==> config.mk <==
export PLATFORM = sky130hd
export DESIGN_NAME = pila_retorno
export DESIGN_NICKNAME = d
export VERILOG_FILES = /design/src/rtl/pila_retorno_pkg.sv /design/src/rtl/pila_retorno.sv
export SDC_FILE = /design/constraint.sdc
export NUM_CORES = 1
export LEC_CHECK = 0
export BUFFER_PORTS_ARGS = -buffer_cell sky130_fd_sc_hd__buf_2
export CORE_ASPECT_RATIO = 0.8
export CORE_MARGIN = 8
export CORE_UTILIZATION = 55
export CTS_BUF_LIST = sky130_fd_sc_hd__clkbuf_2 sky130_fd_sc_hd__clkbuf_4 sky130_fd_sc_hd__clkbuf_8
export DETAILED_ROUTE_END_ITERATION = 7
export PLACE_DENSITY = 0.74
export SLEW_MARGIN = 10
export SYNTH_ARGS = -nofsm -noshare
export SYNTH_HDL_FRONTEND = slang
export SYNTH_SLANG_ARGS = --single-unit
==> constraint.sdc <==
create_clock -name clk -period 3.4 [get_ports clk]
set_input_delay 0.17 -clock clk [delete_from_list [all_inputs] [get_ports clk]]
set_output_delay 0.17 -clock clk [all_outputs]
set_load 0.05 [all_outputs]
==> src/rtl/pila_retorno_pkg.sv <==
// pila_retorno_pkg: constants and types shared by the return-address stack.
//   PC_WIDTH    - default width of a stored return address (PC width)
//   STACK_DEPTH - default number of stack entries
//   pila_op_e   - stack operation as decoded from {push, pop}
package pila_retorno_pkg;

    localparam int PC_WIDTH    = 10;
    localparam int STACK_DEPTH = 8;

    typedef enum logic [1:0] {
        OP_HOLD = 2'b00,
        OP_POP  = 2'b01,
        OP_PUSH = 2'b10,
        OP_REPL = 2'b11   // pop and push together: overwrite the top entry
    } pila_op_e;

endpackage

==> src/rtl/pila_retorno.sv <==
// pila_retorno: hardware return-address stack (LIFO) for CALL/RET.
// Ports:
//   clk    - system clock, rising-edge state updates
//   reset  - synchronous active-high reset (sp and flags cleared)
//   push   - CALL strobe, pushes d_in
//   pop    - RET strobe, pops the top entry
//   d_in   - return address to push
//   tos    - top of stack, combinational (0 when empty)
//   level  - number of valid entries, 0..DEPTH
//   empty  - level == 0
//   full   - level == DEPTH
//   ovf    - sticky: push attempted while full
//   unf    - sticky: pop attempted while empty
module pila_retorno
    import pila_retorno_pkg::*;
#(
    parameter int WIDTH = PC_WIDTH,
    parameter int DEPTH = STACK_DEPTH
) (
    input  logic                       clk,
    input  logic                       reset,
    input  logic                       push,
    input  logic                       pop,
    input  logic [WIDTH-1:0]           d_in,
    output logic [WIDTH-1:0]           tos,
    output logic [$clog2(DEPTH+1)-1:0] level,
    output logic                       empty,
    output logic                       full,
    output logic                       ovf,
    output logic                       unf
);

    localparam int LW = $clog2(DEPTH+1);
    localparam int IW = $clog2(DEPTH);

    logic [DEPTH-1:0][WIDTH-1:0] mem;
    logic [LW-1:0]               sp;
    logic [IW-1:0]               top_idx;
    logic [IW-1:0]               wr_idx;
    logic                        wr_en;
    pila_op_e                    op;

    assign op      = pila_op_e'({push, pop});
    assign empty   = (sp == '0);
    assign full    = (sp == LW'(DEPTH));
    assign level   = sp;
    // Only meaningful when sp > 0; truncation is safe since sp-1 < DEPTH.
    assign top_idx = IW'(sp - LW'(1));
    // Stale entries above sp are never visible: tos is forced to 0 when empty.
    assign tos     = empty ? '0 : mem[top_idx];

    always_comb begin
        wr_en  = 1'b0;
        wr_idx = IW'(sp);
        unique case (op)
            OP_PUSH: wr_en = !full;
            OP_REPL: begin
                wr_en = 1'b1;
                // Replace the top in place; on an empty stack this is a push to slot 0.
                if (!empty) wr_idx = top_idx;
            end
            default: wr_en = 1'b0;
        endcase
        if (reset) wr_en = 1'b0;
    end

    // Storage has no reset; contents are hidden by sp until rewritten.
    always_ff @(posedge clk) begin
        if (wr_en) mem[wr_idx] <= d_in;
    end

    always_ff @(posedge clk) begin
        if (reset) begin
            sp  <= '0;
            ovf <= 1'b0;
            unf <= 1'b0;
        end else begin
            unique case (op)
                OP_HOLD: ;
                OP_PUSH: begin
                    if (full) ovf <= 1'b1;
                    else      sp  <= sp + LW'(1);
                end
                OP_POP: begin
                    if (empty) unf <= 1'b1;
                    else       sp  <= sp - LW'(1);
                end
                OP_REPL: begin
                    if (empty) sp <= LW'(1);
                end
                default: ;
            endcase
        end
    end

endmodule

==> results of run 1 <==
state kept, by name, indices dropped and copies added, names as in the netlist:
register and flops:
ovf 1, level 4, mem 80, unf 1
placed cells by master, fill, tap and decap left out, types with 2 or more instances in the layout:
master and instances:
edfxtp_1 80, buf_2 31, nand2_1 21, mux4_2 20, a21oi_1 15, buf_4 12
clkbuf_8 9, nor2_1 6, nor2b_1 5, nor2_2 5, dfxtp_1 5, a31oi_1 4
inv_1 3, ha_1 3, nand3_1 2, nor4_1 2, a311oi_1 2, nor3_1 2
nor3b_1 2, clkinvlp_4 2, clkinv_2 2, clkbuf_4 2
layer usage:
| layer | wire [um] | vias to the layer above | GRT usage | part of all wire |
|---|---|---|---|---|
| met5 | 0 | - | 0 | 0 |
| met2 | 3550 | 53 | 0.273 | 0.50 |
| met1 | 3100 | 988 | 0.194 | 0.44 |
| met4 | 54 | 0 | 0.0395 | 0.0077 |
| li1 | - | 919 | - | - |
| met3 | 355 | 7 | 0.0537 | 0.050 |
final timing paths:
kind              cells past startpoint  slack, ns      end  startpoint
setup reg to reg                      7       0.59  mem[11]    level[1]
setup / recovery                      7       0.59  mem[11]    level[1]
hold reg to reg                       2       0.48      unf         unf
hold / removal                        1       0.09  mem[65]     d_in[5]
power groups by stage:
stage | logic [mW] | clock network, mW | registers, mW
3_5_place_dp | 1.06 | 0 | 1.25
6_report | 1.05 | 0.604 | 1.23
4_1_cts | 1.07 | 0.620 | 1.23
2_1_floorplan | 0.774 | 0 | 1.28
5_1_grt | 1.12 | 0.661 | 1.23
3_3_place_gp | 1.05 | 0 | 1.25
cell type report:
class,count,area (um^2)
clock buffer,11,139
clock inverter,4,25.0
fill,478,2300
inverter,4,27.5
multi-input combinational,108,977
sequential,86,2520
tap,84,105
timing repair buffer,43,245
worst max-delay path: stages, from the launching register on:
cell and delay, ns:
dfxtp_1 0.49, inv_1 0.13, ha_1 0.30, or3b_1 0.42
clkinv_8 0.16, nor4b_1 0.31, a31oi_1 0.11, nor2_2 0.51
synthesized netlist by cell type, types with 3 or more instances:
library cell	instances	area, um^2
clkbuf_1	5	18.8
buf_2	3	15.0
nor2_1	10	37.5
ha_1	3	37.5
a31oi_1	4	25.0
dfxtp_1	6	120
nor2b_1	5	31.3
mux4_2	20	450
a21oi_1	15	75.1
inv_1	3	11.3
edfxtp_1	80	2400
nand2_1	21	78.8
stage by stage:
stage / instances / total power [mW]
floorplan: 210 / 2.06
global placement: 325 / 2.30
detailed placement: 325 / 2.32
CTS: 340 / 2.91
global route: 340 / 3.02
finish: 340 / 2.89
logic make-up (layout without fill, tap and decap cells):
| group | count (synthesis) | in the layout | share of synthesized area |
|---|---|---|---|
| flip-flops | 86 | 86 | 0.704 |
| AND/OR/NAND/NOR | 54 | 54 | 0.0765 |
| AO/OA/AOI/OAI | 29 | 29 | 0.0524 |
| multiplexers | 20 | 20 | 0.126 |
| buffers and inverters | 16 | 62 | 0.0255 |
| adder cells (fa/ha/maj) | 3 | 3 | 0.0105 |
| XOR/XNOR | 2 | 2 | 0.00489 |
==> out/metrics.yaml, run 1 <==
status: "completed"
netSwitchingFraction: 0.369
end_kind: "flop"
die_y_um: 88.2
core_area_mm2: 0.00634
power_density_mw_per_mm2: 714
antenna_found_initial: 0
vdd_drop_max_mv: 0.380
avgSynthCellArea_um2: 17.1
hp-class: "in -> reg"
max_cap_violations: 0
whs_ns: 0.0860
critical_path_class: "reg -> reg"
hpwl_mm: 4.69
final.setup.tns_ns: 0
synth-edff-count: 80
cts_root_buffer: "clkbuf_8"
cts_max_level: 3
hold_viol_final: 0
rows: 26
fin_nets: 269
start_util: 0.564
cts_made_buffers: 9
pre_cts_ws_ns: 0.593
clock_latency_ns: 0.34
clock_skew_ns: 0.00608
ctsResizeCount: 0
cellLeakagePower_nw: 1.38
crit_required_ns: 3.38
period_needed_ns: 2.81
pwr-share-comb: 0.365
firstDrtPassIters: 4
track_usage: 0.160
area_delta_synth_final_pct: 12.9
dieArea_mm2: 0.00936
slew_headroom: 0.558
crit_path_max_fanout: 16
drv_slew: 0
fmax_ghz: 0.356
cts_tree: "built"
ys_warn_count: 0
globalplace.congestion: 0.849
async_flop_share: 0
rsz0062_at_grt: "no"
num_io_pins: 32
synth_seq_cells: 86
io_buffer_count: 31
cts.path.max_buffers: 2
grt_max_degree: 31
place_area_mm2: 0.00388
period_share: 0.826
internal_power_mw: 1.82
postCtsSetupRepairBufs: 0
pwr-share-seq: 0.426
path_clk_slew_ns: 0.08
synth_fp_nets: 227
cts.sink_count: 86
cp.arrival_ns: 2.79
utilization: 0.637
finalWirelength_mm: 7.06
p_clk_frac: 0.209
netlist_area_mm2: 0.00358
drive_above_1_share: 0.332
start_kind: "flop"
synth.distinct_cells: 41
grt_pass1_vias: 2056
switchingPower_mw: 1.06
die_x_um: 106
synth_flop_cell: "edfxtp_1"
setup_viol_count_final: 0
ant_nets: 0
final_cell_area_mm2: 0.00404
tightest_slew_ns: 0.663
drc: 0
grt_overflow: 0
routedWlPerCell_um: 20.8
grt_pass1_wl_mm: 11.1
insertedDiodeCount: 0
viasPerCell: 5.79
synthCells: 210
holdBufCountCts: 0
num_vias: 1967
synth_seq_area_share: 0.704
setup_ws_ns: 0.590
initialDrtViolationCount: 130
Power figures use the tool's default switching activity.
==> run 2: changes to the inputs <==
--- a/config.mk
+++ b/config.mk
@@ -11,7 +11,7 @@
 export CORE_UTILIZATION = 55
 export CTS_BUF_LIST = sky130_fd_sc_hd__clkbuf_2 sky130_fd_sc_hd__clkbuf_4 sky130_fd_sc_hd__clkbuf_8
 export DETAILED_ROUTE_END_ITERATION = 7
-export PLACE_DENSITY = 0.74
+export PLACE_DENSITY = 0.77
 export SLEW_MARGIN = 10
 export SYNTH_ARGS = -nofsm -noshare
 export SYNTH_HDL_FRONTEND = slang
==> constraint.sdc (replaced) <==
create_clock -name clk -period 2.25 [get_ports clk]
set_input_delay 0.1125 -clock clk [delete_from_list [all_inputs] [get_ports clk]]
set_output_delay 0.1125 -clock clk [all_outputs]
set_load 0.05 [all_outputs]
==> out/metrics.yaml, run 2 (synthesis results as in run 1) <==
status: "completed"
setup_viol_count_final: 0  # unchanged
cts_max_level: 3  # unchanged
grt_overflow: 0  # unchanged
final_cells: 359  # +5.6%
clock_latency_ns: 0.35  # about the same
final.setup.tns_ns: 0  # unchanged
ant_nets: 0  # unchanged
max_cap_violations: 0  # unchanged
cts.sink_count: 86  # unchanged
core_area_mm2: 0.00634  # unchanged
largest_register_ffs: 80  # unchanged
cts_made_buffers: 9  # unchanged
final_common_cell: "edfxtp_1"
fmax_ghz: 0.452  # +27%
cellLeakagePower_nw: 1.55  # +12%
met2RoutedLength_mm: 3.64  # +2.6%
cts_tree: "built"
r2r_cells: 8  # +1
num_vias: 2084  # +5.9%
drv_slew: 0  # unchanged
cts_root_buffer: "clkbuf_8"
die_y_um: 88.2  # unchanged
regToRegSetupSlack_ns: 0.04  # -0.55 ns
final_cell_area_mm2: 0.00459  # +14%
top_layer: "met4"
cp.arrival_ns: 2.28  # -0.51 ns
reg2reg_to: "mem[37]"
track_usage: 0.168  # +0.00816
min_from: "reset"
tightest_slew_ns: 0.418  # -0.244 ns
hpwl_mm: 5.01  # +6.9%
power_density_mw_per_mm2: 1120  # +57%
grt_pass1_wl_mm: 11.6  # +4.7%
period_needed_ns: 2.21  # -0.596 ns
vdd_drop_max_mv: 0.602  # +58%
clock_skew_ns: 0.00590  # -0.000178 ns
holdBufCountCts: 0  # unchanged
drive_above_1_share: 0.502  # +0.170
whs_path_depth: 2  # +1
area_delta_synth_final_pct: 28.2
hold_viol_final: 0  # unchanged
hp-class: "in -> reg"
start_util: 0.564  # unchanged
critical_path_class: "reg -> reg"
rows: 26  # unchanged
grt_max_degree: 31  # unchanged
end_kind: "flop"
path_clk_slew_ns: 0.08  # about the same
final_cell_mix: "80 x edfxtp_1, 30 x buf_4, 20 x mux4_2, 20 x buf_2, 13 x nand2_1"
antenna_found_initial: 0  # unchanged
crit_path_max_fanout: 10  # -6
initialDrtViolationCount: 139  # +6.9%
grt_pass1_vias: 2108  # +2.5%
hold_path_end: "ovf"
r2r_start: "level[0]"
drc: 0  # unchanged
cts.path.max_buffers: 2  # unchanged
crit_required_ns: 2.32  # -1.06 ns
die_x_um: 106  # unchanged
utilization: 0.724  # +0.0864
placed_cells: 342  # +5.2%
finalWirelength_mm: 7.53  # +6.7%
place_area_mm2: 0.00426  # +9.8%
routedLengthMet1_mm: 3.45  # +12%
start_kind: "flop"
firstDrtPassIters: 4  # unchanged
viasPerCell: 5.81  # +0.34%
rsz0062_at_grt: "yes"
slew_headroom: 0.720  # +0.163
dieArea_mm2: 0.00936  # unchanged
globalplace.congestion: 0.799  # -5.8%
num_io_pins: 32  # unchanged
met3_length_um: 366  # +3.1%
regMostFlops: "mem"
io_buffer_count: 31  # unchanged
routedWlPerCell_um: 21.0  # +1.0%
insertedDiodeCount: 0  # unchanged
period_share: 0.984  # +0.157
fin_nets: 287  # +6.7%
==> run 2: cell types whose count changed in the layout (fill, tap and decap cells not counted), sizes merged <==
cell	delta
clkbuf	-2
inv	+2
clkinv	+2
bufinv	+1
clkinvlp	-2
buf	+18
==> run 2: worst max-delay path by stage <==
| stage | startpoint | end | slack, ns | depth (start not counted) |
|---|---|---|---|---|
| global placement | level[0] | mem[75] | -0.03 | 9 |
| CTS | level[0] | mem[26] | 0.004 | 8 |
| finish | level[0] | mem[37] | 0.04 | 8 |
| floorplan | level[0] | mem[10] | -0.31 | 8 |
| global route | level[0] | mem[10] | -0.04 | 9 |
| detailed placement | level[0] | mem[65] | -0.04 | 9 |
==> run 2: routing by layer <==
layer	track usage	vias to the layer above
met4	0.0561	0
li1	-	957
met2	0.270	67
met3	0.0441	6
met5	0	-
met1	0.219	1054
==> run 2: through the flow <==
stage | total power, mW | setup WS [ns] | hold slack, ns
detailed placement | 3.92 | -0.0383 | 0.390
global placement | 3.89 | -0.0283 | 0.386
floorplan | 3.43 | -0.313 | 0.185
CTS | 5.01 | 0.00372 | 0.00909
finish | 5.15 | 0.0364 | 0.0278
global route | 5.35 | -0.0396 | 0.0280
==> run 2: area by class of cell <==
class                   count  area [um^2]
clock inverters             7         71.3
clock buffers               9          124
flip-flops and latches     86         2530
repair buffers             61          519
inverters                   4         35.0
well taps                  84          105
fillers                   391         1750
multi-input cells         108         1210
==> run 2: power by group <==
part	switching, mW	total, mW	internal [mW]
Clock	0.544	1.06	0.517
Combinational	1.35	2.24	0.883
Sequential	0.0286	1.85	1.82
==> run 2: critical path, stage by stage, from the launching register on <==
cell and delay [ns]:
dfxtp_4 0.39, inv_8 0.03, buf_6 0.12, ha_4 0.14, and3b_2 0.21, nor2b_4 0.14, or4b_4 0.60, nor2_4 0.16
buf_12 0.14
==> run 2: repair_timing <==
item / CTS / global route
gates resized for setup: 6 / 37
buffers inserted: 0 / 1
setup endpoints to repair: 66 / 81
cloned: 0 / 0
pin swaps: 0 / 6
endpoints found under the hold margin: 0 / 0
==> run 3: changes to the inputs <==
--- a/config.mk
+++ b/config.mk
@@ -12,6 +12,7 @@
 export CTS_BUF_LIST = sky130_fd_sc_hd__clkbuf_2 sky130_fd_sc_hd__clkbuf_4 sky130_fd_sc_hd__clkbuf_8
 export DETAILED_ROUTE_END_ITERATION = 7
 export PLACE_DENSITY = 0.77
+export REMOVE_ABC_BUFFERS = 1
 export SLEW_MARGIN = 10
 export SYNTH_ARGS = -nofsm -noshare
 export SYNTH_HDL_FRONTEND = slang
==> out/metrics.yaml, run 3 (synthesis results as in run 1) <==
antenna_found_initial: 0  # unchanged
track_usage: 0.163  # -0.00539
initialDrtViolationCount: 138  # -0.72%
fmax_ghz: 0.459  # +1.6%
largest_register_ffs: 80  # unchanged
r2r_start: "level[0]"
crit_required_ns: 2.32  # about the same
reg2reg_to: "mem[40]"
ant_nets: 0  # unchanged
clock_skew_ns: 0.00750  # +0.00160 ns
period_needed_ns: 2.18  # -0.0354 ns
regToRegSetupSlack_ns: 0.07  # +0.04 ns
grt_pass1_vias: 2081  # -1.3%
regArea_mm2: 0.00252  # -0.15%
final_cell_area_mm2: 0.00430  # -6.4%
drv_slew: 0  # unchanged
core_area_mm2: 0.00634  # unchanged
vdd_drop_max_mv: 0.579  # -3.7%
routedLengthMet1_mm: 3.01  # -13%
hpwl_mm: 4.86  # -3.0%
cp_cell_sequence: "inv_2 -> ha_4 -> or3b_4 -> a311oi_2 -> a31oi_1 -> nor2_2 -> buf_6"
grt_overflow: 0  # unchanged
regMostFlops: "mem"
crit_path_max_fanout: 5  # -5
fin_nets: 287  # unchanged
cts.path.max_buffers: 2  # unchanged
power_density_mw_per_mm2: 1110  # -1.5%
multiInputGateArea_mm2: 0.00102  # -16%
slew_headroom: 0.712  # -0.00829
place_area_mm2: 0.00398  # -6.5%
rsz0062_at_grt: "no"
drc: 0  # unchanged
final_common_cell: "edfxtp_1"
rows: 26  # unchanged
num_io_pins: 32  # unchanged
min_from: "d_in[8]"
cp_slowest_stage_delay_ns: 0.45  # -0.15 ns
die_x_um: 106  # unchanged
period_share: 0.968  # -0.0158
start_util: 0.564  # unchanged
path_clk_slew_ns: 0.08  # about the same
tightest_slew_ns: 0.431  # +0.0124 ns
drive_above_1_share: 0.400  # -0.102
placed_cells: 340  # -0.58%
grt_pass1_wl_mm: 11.3  # -2.6%
status: "completed"
hp-class: "in -> reg"
utilization: 0.678  # -0.0462
met2RoutedLength_mm: 3.66  # +0.58%
critical_path_class: "reg -> reg"
grt_max_degree: 31  # unchanged
clock_latency_ns: 0.35  # about the same
met3_length_um: 566  # +55%
hold_viol_final: 0  # unchanged
power_mw: 4.75  # -7.8%
viasPerCell: 5.91  # +1.9%
final_cells: 359  # unchanged
dieArea_mm2: 0.00936  # unchanged
finalWirelength_mm: 7.31  # -2.8%
insertedDiodeCount: 0  # unchanged
setup_viol_count_final: 0  # unchanged
cp.arrival_ns: 2.25  # -0.03 ns
final_cell_mix: "80 x edfxtp_1, 29 x buf_4, 26 x buf_2, 21 x nand2_1, 20 x mux4_2"
max_cap_violations: 0  # unchanged
whs_path_depth: 1  # -1
hold_path_end: "mem[78]"
end_kind: "flop"
crit_path_top_delay_cell: "or3b_4"
cts_max_level: 3  # unchanged
path_delay_family: "simple AND/OR/NAND/NOR gates"
worst-path-buf-inv: 2  # -1
r2r_cells: 7  # -1
die_y_um: 88.2  # unchanged
routedWlPerCell_um: 20.4  # -2.8%
cts_tree: "built"
area_delta_synth_final_pct: 20.0
cellLeakagePower_nw: 1.51  # -2.6%
top_layer: "met4"
globalplace.congestion: 0.887  # +11%
cts_made_buffers: 9  # unchanged
firstDrtPassIters: 4  # unchanged
num_vias: 2123  # +1.9%
cts.sink_count: 86  # unchanged
start_kind: "flop"
cts_root_buffer: "clkbuf_8"
io_buffer_count: 31  # unchanged
fill_cells: 437  # +12%
==> run 3: cell type report <==
cell class                 instances  area share
tap                               84      0.0245
clock buffer                      10      0.0306
clock inverter                     6      0.0175
inverter                           4     0.00640
sequential                        86       0.587
multi-input combinational        108       0.238
timing repair buffer              61      0.0964
==> run 3: how the worst max path moves through the flow <==
stage	from	end	slack [ns]	cells after the start
after floorplan	level[0]	mem[0]	-1.87	6
after global placement	level[0]	mem[36]	0.05	7
after detailed placement	level[0]	mem[45]	-0.003	7
after CTS	level[1]	tos[3]	0.02	7
after global routing	level[0]	mem[47]	0.009	7
final	level[0]	mem[40]	0.07	7
==> run 3: per-layer routing <==
layer / vias to the layer above / GRT usage
met5: - / 0
met4: 0 / 0.0510
met3: 10 / 0.0647
met2: 77 / 0.266
met1: 1080 / 0.196
li1: 956 / -
==> run 3: repair_timing <==
action | 4_1_cts | 5_1_grt
hold buffers | 1 | 0
gates cloned | 0 | 1
gates resized for setup | 7 | 17
setup endpoints to repair | 34 | 64
endpoints found under the hold margin | 2 | 0
buffers inserted | 0 | 1
==> run 3: per-stage QoR <==
stage / TNS [ns] / setup WS [ns] / hold WS (ns)
floorplan: -167.79 / -1.87 / 0.185
CTS: 0 / 0.0164 / 0.0106
finish: 0 / 0.0718 / 0.0335
global placement: 0 / 0.0539 / 0.380
global route: 0 / 0.00888 / 0.0186
detailed placement: -0.0218 / -0.00287 / 0.377
==> run 3: power by group <==
group	total, mW	switching [mW]	internal [mW]
registers	1.85	0.0263	1.82
clock network	1.09	0.548	0.545
logic	1.81	1.14	0.665
